==> src/rtl/fragment_writer.sv <==
// -----------------------------------------------------------------------------
// fragment_writer
// Accepts one pixel fragment at a time, clamps its 16.16 depth and colour
// components, optionally performs a LESS depth test against the stored depth,
// and issues the depth write and the colour write to the framebuffer.
//
// Ports
//   clk, rst                 : single clock, asynchronous active-high reset
//   frag_valid / frag_ready  : fragment handshake (ready only while idle)
//   frag_x, frag_y           : unsigned pixel coordinates
//   frag_z/r/g/b             : signed 16.16 fixed-point depth and colour
//   depth_test_en            : enable LESS depth test, sampled on accept
//   zrd_req/gnt/addr         : depth read request, held until granted
//   zrd_valid/data           : depth read return, variable latency
//   zwr_en/addr/data         : single-cycle depth write
//   cwr_req/ack/addr/data    : colour write {R8,G8,B8}, held until acked
//   busy                     : a fragment is in flight
//   pass_cnt, rej_cnt        : saturating pass / reject counters
// -----------------------------------------------------------------------------
module fragment_writer #(
    parameter int FB_WIDTH  = 640,
    parameter int FB_HEIGHT = 480,
    parameter int ADDR_W    = 19
) (
    input  logic              clk,
    input  logic              rst,
    input  logic              frag_valid,
    output logic              frag_ready,
    input  logic [9:0]        frag_x,
    input  logic [9:0]        frag_y,
    input  logic [31:0]       frag_z,
    input  logic [31:0]       frag_r,
    input  logic [31:0]       frag_g,
    input  logic [31:0]       frag_b,
    input  logic              depth_test_en,
    output logic              zrd_req,
    input  logic              zrd_gnt,
    output logic [ADDR_W-1:0] zrd_addr,
    input  logic              zrd_valid,
    input  logic [15:0]       zrd_data,
    output logic              zwr_en,
    output logic [ADDR_W-1:0] zwr_addr,
    output logic [15:0]       zwr_data,
    output logic              cwr_req,
    input  logic              cwr_ack,
    output logic [ADDR_W-1:0] cwr_addr,
    output logic [23:0]       cwr_data,
    output logic              busy,
    output logic [15:0]       pass_cnt,
    output logic [15:0]       rej_cnt
);

    typedef enum logic [2:0] {
        IDLE   = 3'd0,
        ZREAD  = 3'd1,
        ZWAIT  = 3'd2,
        TEST   = 3'd3,
        CWRITE = 3'd4
    } state_t;

    localparam logic [31:0]       FB_W_U = FB_WIDTH;
    localparam logic [31:0]       FB_H_U = FB_HEIGHT;
    localparam logic [ADDR_W-1:0] FB_W_A = ADDR_W'(FB_WIDTH);

    // Clamp a signed 16.16 value to an unsigned 0.16 depth:
    // negative -> 0, 1.0 or above -> all ones, else the fraction bits.
    function automatic logic [15:0] clamp_z(input logic [31:0] v);
        logic [15:0] res;
        if (v[31]) begin
            res = 16'h0000;
        end else if (v[30:16] != 15'd0) begin
            res = 16'hFFFF;
        end else begin
            res = v[15:0];
        end
        return res;
    endfunction

    // Colour uses the same saturation, keeping the top 8 fraction bits.
    function automatic logic [7:0] clamp_c(input logic [31:0] v);
        logic [15:0] full;
        full = clamp_z(v);
        return full[15:8];
    endfunction

    state_t              state_q, state_d;
    logic [ADDR_W-1:0]   addr_q, addr_d;
    logic [15:0]         z_q, z_d;
    logic [23:0]         color_q, color_d;
    logic                test_en_q, test_en_d;
    logic [15:0]         zstore_q, zstore_d;
    logic [15:0]         pass_cnt_q, pass_cnt_d;
    logic [15:0]         rej_cnt_q, rej_cnt_d;

    logic                oob_s;
    logic [ADDR_W-1:0]   addr_calc_s;
    logic                z_less_s;
    logic                pass_inc_s;
    logic                rej_inc_s;

    assign oob_s       = ({22'd0, frag_x} >= FB_W_U) || ({22'd0, frag_y} >= FB_H_U);
    assign addr_calc_s = ADDR_W'(frag_y) * FB_W_A + ADDR_W'(frag_x);
    assign z_less_s    = (z_q < zstore_q);

    // Next-state, fragment capture and counter-increment decisions.
    always_comb begin
        state_d    = state_q;
        addr_d     = addr_q;
        z_d        = z_q;
        color_d    = color_q;
        test_en_d  = test_en_q;
        zstore_d   = zstore_q;
        pass_inc_s = 1'b0;
        rej_inc_s  = 1'b0;
        case (state_q)
            IDLE: begin
                if (frag_valid) begin
                    if (oob_s) begin
                        // Off-screen fragments are dropped without memory traffic.
                        rej_inc_s = 1'b1;
                    end else begin
                        addr_d    = addr_calc_s;
                        z_d       = clamp_z(frag_z);
                        color_d   = {clamp_c(frag_r), clamp_c(frag_g), clamp_c(frag_b)};
                        test_en_d = depth_test_en;
                        state_d   = depth_test_en ? ZREAD : CWRITE;
                    end
                end else begin
                    state_d = IDLE;
                end
            end
            ZREAD: begin
                // Any zrd_valid coinciding with the grant is not ours; ignore it.
                if (zrd_gnt) begin
                    state_d = ZWAIT;
                end else begin
                    state_d = ZREAD;
                end
            end
            ZWAIT: begin
                if (zrd_valid) begin
                    zstore_d = zrd_data;
                    state_d  = TEST;
                end else begin
                    state_d = ZWAIT;
                end
            end
            TEST: begin
                if (z_less_s) begin
                    state_d = CWRITE;
                end else begin
                    rej_inc_s = 1'b1;
                    state_d   = IDLE;
                end
            end
            CWRITE: begin
                if (cwr_ack) begin
                    pass_inc_s = 1'b1;
                    state_d    = IDLE;
                end else begin
                    state_d = CWRITE;
                end
            end
            default: begin
                state_d = IDLE;
            end
        endcase
    end

    // Saturating pass / reject counters.
    always_comb begin
        pass_cnt_d = pass_cnt_q;
        rej_cnt_d  = rej_cnt_q;
        if (pass_inc_s && (pass_cnt_q != 16'hFFFF)) begin
            pass_cnt_d = pass_cnt_q + 16'd1;
        end else begin
            pass_cnt_d = pass_cnt_q;
        end
        if (rej_inc_s && (rej_cnt_q != 16'hFFFF)) begin
            rej_cnt_d = rej_cnt_q + 16'd1;
        end else begin
            rej_cnt_d = rej_cnt_q;
        end
    end

    // State, fragment and counter registers.
    always_ff @(posedge clk or posedge rst) begin
        if (rst) begin
            state_q    <= IDLE;
            addr_q     <= '0;
            z_q        <= 16'h0000;
            color_q    <= 24'h000000;
            test_en_q  <= 1'b0;
            zstore_q   <= 16'h0000;
            pass_cnt_q <= 16'h0000;
            rej_cnt_q  <= 16'h0000;
        end else begin
            state_q    <= state_d;
            addr_q     <= addr_d;
            z_q        <= z_d;
            color_q    <= color_d;
            test_en_q  <= test_en_d;
            zstore_q   <= zstore_d;
            pass_cnt_q <= pass_cnt_d;
            rej_cnt_q  <= rej_cnt_d;
        end
    end

    // Outputs decode the state register; address/data come straight from the
    // captured fragment so they stay stable while a request is outstanding.
    assign frag_ready = (state_q == IDLE);
    assign busy       = (state_q != IDLE);
    assign zrd_req    = (state_q == ZREAD);
    assign zwr_en     = (state_q == TEST) && z_less_s && test_en_q;
    assign cwr_req    = (state_q == CWRITE);
    assign zrd_addr   = addr_q;
    assign zwr_addr   = addr_q;
    assign cwr_addr   = addr_q;
    assign zwr_data   = z_q;
    assign cwr_data   = color_q;
    assign pass_cnt   = pass_cnt_q;
    assign rej_cnt    = rej_cnt_q;

endmodule
==> config.mk <==
export PLATFORM = sky130hd
export DESIGN_NAME = fragment_writer
export DESIGN_NICKNAME = d
export VERILOG_FILES = /design/src/rtl/fragment_writer.sv
export SDC_FILE = /design/constraint.sdc
export NUM_CORES = 1
export LEC_CHECK = 0
export CAP_MARGIN = 20
export CORE_AREA = 3 3 109 152
export CTS_CLUSTER_DIAMETER = 120
export CTS_CLUSTER_SIZE = 20
export DETAILED_ROUTE_END_ITERATION = 8
export DIE_AREA = 0 0 112 155
export GPL_TIMING_DRIVEN = 0
export PLACE_DENSITY = 0.8
export SLEW_MARGIN = 20
export SYNTH_ARGS = -nofsm -noshare
export SYNTH_HDL_FRONTEND = slang
export SYNTH_SLANG_ARGS = --single-unit
==> constraint.sdc <==
create_clock -name clk -period 4.9 [get_ports clk]
set_input_delay 1.225 -clock clk [delete_from_list [all_inputs] [get_ports clk]]
set_output_delay 1.225 -clock clk [all_outputs]
set_load 0.005 [all_outputs]
# Word-level counts from Yosys, hierarchy flattened
# Index checks and enable logic that the tools add are counted.
[word_totals]
output_inout_bits = 134
register_bits = 111
inputBits = 171
word_cells = 58
[op_classes]
reduce_logical = 13
add_sub_neg = 3
n_mul = 1
muxes = 22
n_eq_ne = 7
n_lt_le_gt_ge = 3
bitwise_logic = 1
[op_table]
columns = ["op", "n"]
rows = [
  ["2-to-1 mux 16 bit", 8],
  ["nonzero test 15 bit", 4],
  ["adder 16 x 1 -> 16 bit (second input constant)", 2],
  ["!= test 16 bit (second input constant)", 2],
  ["adder 19 x 10 -> 19 bit", 1],
  ["< comparator 16 bit", 1],
  ["2-to-1 mux 3 bit", 5],
  ["case mux 3 bit (5 select lines)", 1],
  ["multiplier 10 x 3 -> 12 bit (second input constant)", 1],
  [">= comparator 10 bit (second input constant)", 1],
  [">= comparator 10 x 9 -> 1 bit (second input constant)", 1],
  ["== test 3 x 2 -> 1 bit (second input constant)", 2],
  ["2-to-1 mux 1 bit", 6],
  ["logical AND 1 bit", 4],
  ["== test 3 x 1 -> 1 bit (second input constant)", 1],
  ["== test 3 bit (second input constant)", 1],
  ["zero test 3 bit", 1],
  ["!= test 3 bit (second input constant)", 1],
  ["AND reduction 3 bit", 1],
  ["nonzero test 3 bit", 1],
  ["2-to-1 mux 2 bit", 1],
  ["case mux 1 bit (2 select lines)", 1],
  ["AND reduction 2 bit", 1],
  ["logical OR 1 bit", 1],
  ["NOT 1 bit", 1],
]

# Depth between registers and ports, before layout
[depth]
ltp_word = 6
ltp_mapped = 10
depth_no_buf = 10

# Worst setup path before layout
# No wires, ideal clock.
[synth_path]
kind = "input port to flip-flop"
from = "in frag_y[1]"
to = "reg addr_q[18], in the netlist cwr_addr[18]"
n_path_buf = 0
setup_time_ns = 0.137
t_arrival_ns = 3.197
required_ns = 4.763
slack_ns = 1.565
cell_stages = 10
cell_sequence = "ha_1 ha_1 fa_1 a21o_1 a21oi_1 xnor2_1 and4bb_2 nand4_1 xnor2_1 o21ai_0"
[synth_via]
elab_chain_len = 4
word_cells_on_any_way = 6
classes_between = "1 x add/sub; 1 x mul; 1 x order compare; 1 x bitwise; 2 x reduce/logical"
[synth_lines]
columns = ["element", "line", "source"]
rows = [
  ["from (decl)", "30", "input logic [9:0] frag_y,"],
  ["parallel branches: the longest is 4 deep, another holds adder 19 x 10 -> 19 bit", "n/a", ""],
  ["to (signal assigned)", "199", "addr_q <= addr_d;"],
  ["to (decl)", "87", "logic [ADDR_W-1:0] addr_q, addr_d;"],
]
# Parallel ways; which one is timed is not known.
# A chain may end at the register's enable or synchronous reset.

# Worst setup path in the final report
[layout_path]
from = "reg z_q[9], in the netlist zwr_data[9]"
to = "out zwr_en"
[layout_via]
elab_chain_len = 3
[layout_lines]
columns = ["element", "line", "source"]
rows = [
  ["from (decl)", "88", "logic [15:0] z_q, z_d;"],
  ["from (signal assigned)", "200", "z_q <= z_d;"],
  ["< comparator 16 bit", "103", "assign z_less_s = (z_q < zstore_q);"],
  ["logical AND 1 bit (2 in series)", "214", "assign zwr_en = (state_q == TEST) && z_less_s && test_en_q;"],
  ["to (decl)", "41", "output logic zwr_en,"],
]
# No other way between the ends.

==> results by group <==
Route
  – Wire per inst: 16.53 um
  – DR WL met3: 1178 um
  – Vias per std cell: 4.991
  – Final WL: 18430 um
  – Met1 WL: approximately 7500 um
  – DRC: 0
  – WL met2: 9406 um
  – Top Layer Used: met5
  – Detail Route Antenna Nets: 0
  – Drt pass-1 iters: 5
  – Via count: around 5600
  – Iter 0 DRT Violations: between 200 and 250

Critical path
  – Crit path capture type: primary output
  – R2R Setup Slk: 2430 ps
  – Critical Path End: zwr_en
  – Critical-path top delay cell: clkdlybuf4s50_1
  – Critical Path, Cell by Cell: ha_1 > a21o_1 > a21o_1 > a221oi_1 > o21a_1 > nand2_1 > nor3_1 > clkdlybuf4s50_1
  – Reg2Reg Depth: 9
  – Critical path's most frequent cell: a21o_1
  – Worst EP arrival: 2710 ps
  – Reg2reg start: zwr_data[2]
  – Setup CP Type: flip-flop to primary output
  – Worst setup SP type: flip-flop
  – Crit-path max cell delay: around 560 ps
  – Worst setup path start: zwr_data[9]
  – Worst EP required: ~3700 ps
  – Crit-path max FO: 3
  – Critical R2R Capture: rej_cnt[2]

Synth
  – Syn nets: 840
  – EDFF count, synth: 0
  – Flops & latches, synth: 111
  – Ys async rst share: between 90% and 100%
  – Main flop type after synthesis: dfrtp_1
  – Seq/Total Area, Yosys: 44.54%
  – Synthesized area per cell: around 10 um^2
  – Syn. warnings: 0
  – Post-synthesis cell type count: 57
  – Post-Syn Area: 0.006236 mm^2
  – Cell count after synthesis: about 630

Place
  – Dpl hpwl: 14850 um
  – Placed Cells: between 1000 and 1500
  – Dpl cell area: slightly above 0.009 mm^2
  – RePlAce Congestion: 0.8594
  – Pre-CTS worst setup slack: approximately 900 ps
  – Port Buffer Count: 276

Timing
  – Minimum clock period: 3939 ps
  – Final hold violation count: 0
  – Final setup margin: 960.7 ps
  – Fin crit share: about 80%
  – Final hold slack: a little under 500 ps
  – Worst slew pin tran: 800.0 ps
  – Max Fclk: 253.9 MHz
  – Setup TNS: 0 ps
  – Setup-failing EPs final: 0
  – Clock Skew: 13.14 ps
  – Max_slew headroom: 46.67%
  – Final slew viol count: 0
  – RSZ-0062 raised after global routing: no

Final layout
  – Nets@finish: 1128
  – Fin util: 62.89%
  – Area Growth Syn to Fin: 53.15%
  – Fin area: 0.009550 mm^2
  – Layout cells sized above 1: 10.83%
  – Ant. Diodes: 0
  – Final non-filler cell total: 1115
  – Fillers: 1294

Power and ir drop
  – Power Total: 4.451 mW
  – Static leakage: between 4 and 5 nW
  – Power Dens Cells: 466.0 mW/mm^2
  – Worst vdd ir: 221.7 uV

CTS
  – H-Tree Depth: 3
  – Root Buffer: clkbuf_16
  – Longest Clk Path Bufs: 2
  – CTS sink cnt: 111
  – CTS buffer count: 9
  – Cts hold-fix bufs: 0
  – Later-pin clock latency in the skew report: 350 ps
  – Setup Buffers After CTS: 0
  – Post-cts resize count: 0
  – Reg clk slew, reported paths: ~70 ps
  – CTS tree: built

Floorplan
  – Starting Density: between 40 and 50%
  – Core area: 0.01519 mm^2
  – Die Y: 155 um
  – Row count: 53
  – IO Count: 305
  – Die X: 112 um
  – Die ar.: 0.01736 mm^2

Global route
  – Gr usage total: 21.20%
  – Largest net degree at the start of global routing: 59
  – First-pass GRT wire length: 29720 um
  – Vias in the first global route: 5745
  – GRT Residual Overflow: 0
  – Initial antenna violation count: 1

Min path
  – Hold WC Path Type: flip-flop to flip-flop

Flow run
  – Max-cap violations: 0

Outcome
  – Status: finished, final reports clean
[routing by layer]
metal / GRT usage (%) / vias up
met5: 0 / -
met4: 6.186 / 2
met3: 4.981 / 23
met2: 37.11 / 181
met1: 26.07 / 2607
li1: - / 2752
[area by class of cell]
class                      instances  area, um^2  area share (%)
buffer                            62       385.4           4.035
clock buffer                       9       225.2           2.358
clock inverter                     6       53.80          0.5633
inverter                          26       102.6           1.074
multi-input combinational        432        2975           31.15
sequential                       111        2778           29.08
tap                              192       240.2           2.515
timing repair buffer             277        2790           29.22
[worst min-delay path by stage]
| stage | startpoint | end | slack [ps] | depth (start not counted) |
|---|---|---|---|---|
| 6_report | cwr_data[5] | cwr_data[5] | 480 | 2 |
| 5_1_grt | cwr_data[18] | cwr_data[18] | 510 | 2 |
| 3_5_place_dp | cwr_data[5] | cwr_data[5] | 470 | 2 |
| 4_1_cts | cwr_data[5] | cwr_data[5] | 480 | 2 |
| 2_1_floorplan | cwr_data[0] | cwr_data[0] | 470 | 2 |
| 3_3_place_gp | cwr_data[5] | cwr_data[5] | 460 | 2 |
[critical path: cells and delay by family (launching register included)]
kind | cells | cell delay (ps)
AO/OA/AOI/OAI | 4 | 840
AND/OR/NAND/NOR | 2 | 240
adder cells (fa/ha/maj) | 1 | 320
flip-flops | 1 | 410
buffers and inverters | 1 | 560
[state kept, by name (all words and copies together), names as in the netlist]
signal,cells
test_en_q,1
cwr_data,24
state_q,3
zwr_data,16
pass_cnt,16
zstore_q,16
cwr_addr,19
rej_cnt,16
[cell usage in the layout (no fill, tap or decap), types with 3 or more instances in the layout]
cell type        netlist  layout
a21o_1                 8       8
a21oi_1                9       9
and3_1                 8       8
and3_2                 3       3
buf_1                  4       4
buf_4                 38      38
clkbuf_1              17      17
clkbuf_16              0       9
clkdlybuf4s50_1        0     276
clkinv_4               0       3
dfrtp_1              111     111
ha_1                  36      36
inv_1                 26      25
mux2_2                14      14
nand2_1               83      83
nand2b_1               6       6
nand3_1               11      11
nand3b_1               4       4
nand4_1               10      10
nor2_1                53      53
nor2b_1                3       3
nor3_1                 9       9
nor4_1                14      14
o2111ai_1              3       3
o211ai_1               3       3
o211ai_2               9       9
o21a_1                 3       3
o21ai_0               23      23
o21ai_1                6       6
o31ai_1               40      40
xnor2_1               29      29
xor2_1                12      12
[kinds of logic (layout without fill, tap and decap cells)]
family,count (synthesis),count (layout),share of synthesized area [%]
flops,111,111,44.54
xor+xnor,41,41,5.758
buf+inv,88,380,7.745
simple gates,223,223,17.98
mux,15,15,2.769
fa+ha+maj,38,38,7.865
compound gates,115,115,13.34
[Yosys cell counts, drive strengths merged, types with 6 or more instances]
cell	number	area [um^2]
mux2	15	172.7
nor2	54	210.2
xor2	12	105.1
nor3	11	65.06
o211ai	12	135.1
nor4	16	121.4
a21o	8	60.06
nand4	12	87.58
nand2b	6	37.54
xnor2	29	254.0
dfrtp	111	2778
buf	45	321.5
o21ai	29	145.1
ha	36	450.4
nand2	83	311.6
clkbuf	17	63.81
inv	26	97.59
and3	11	72.57
a21oi	11	62.56
o31ai	40	300.3
nand3	11	55.05
[power by group]
| part | internal [mW] | total (mW) | switching [mW] |
|---|---|---|---|
| Clock | 0.352 | 0.700 | 0.349 |
| Combinational | 1.39 | 2.19 | 0.800 |
| Sequential | 1.26 | 1.56 | 0.299 |
| Total | 3.00 | 4.45 | 1.45 |
Note: power is estimated with default switching activity, not from simulation.
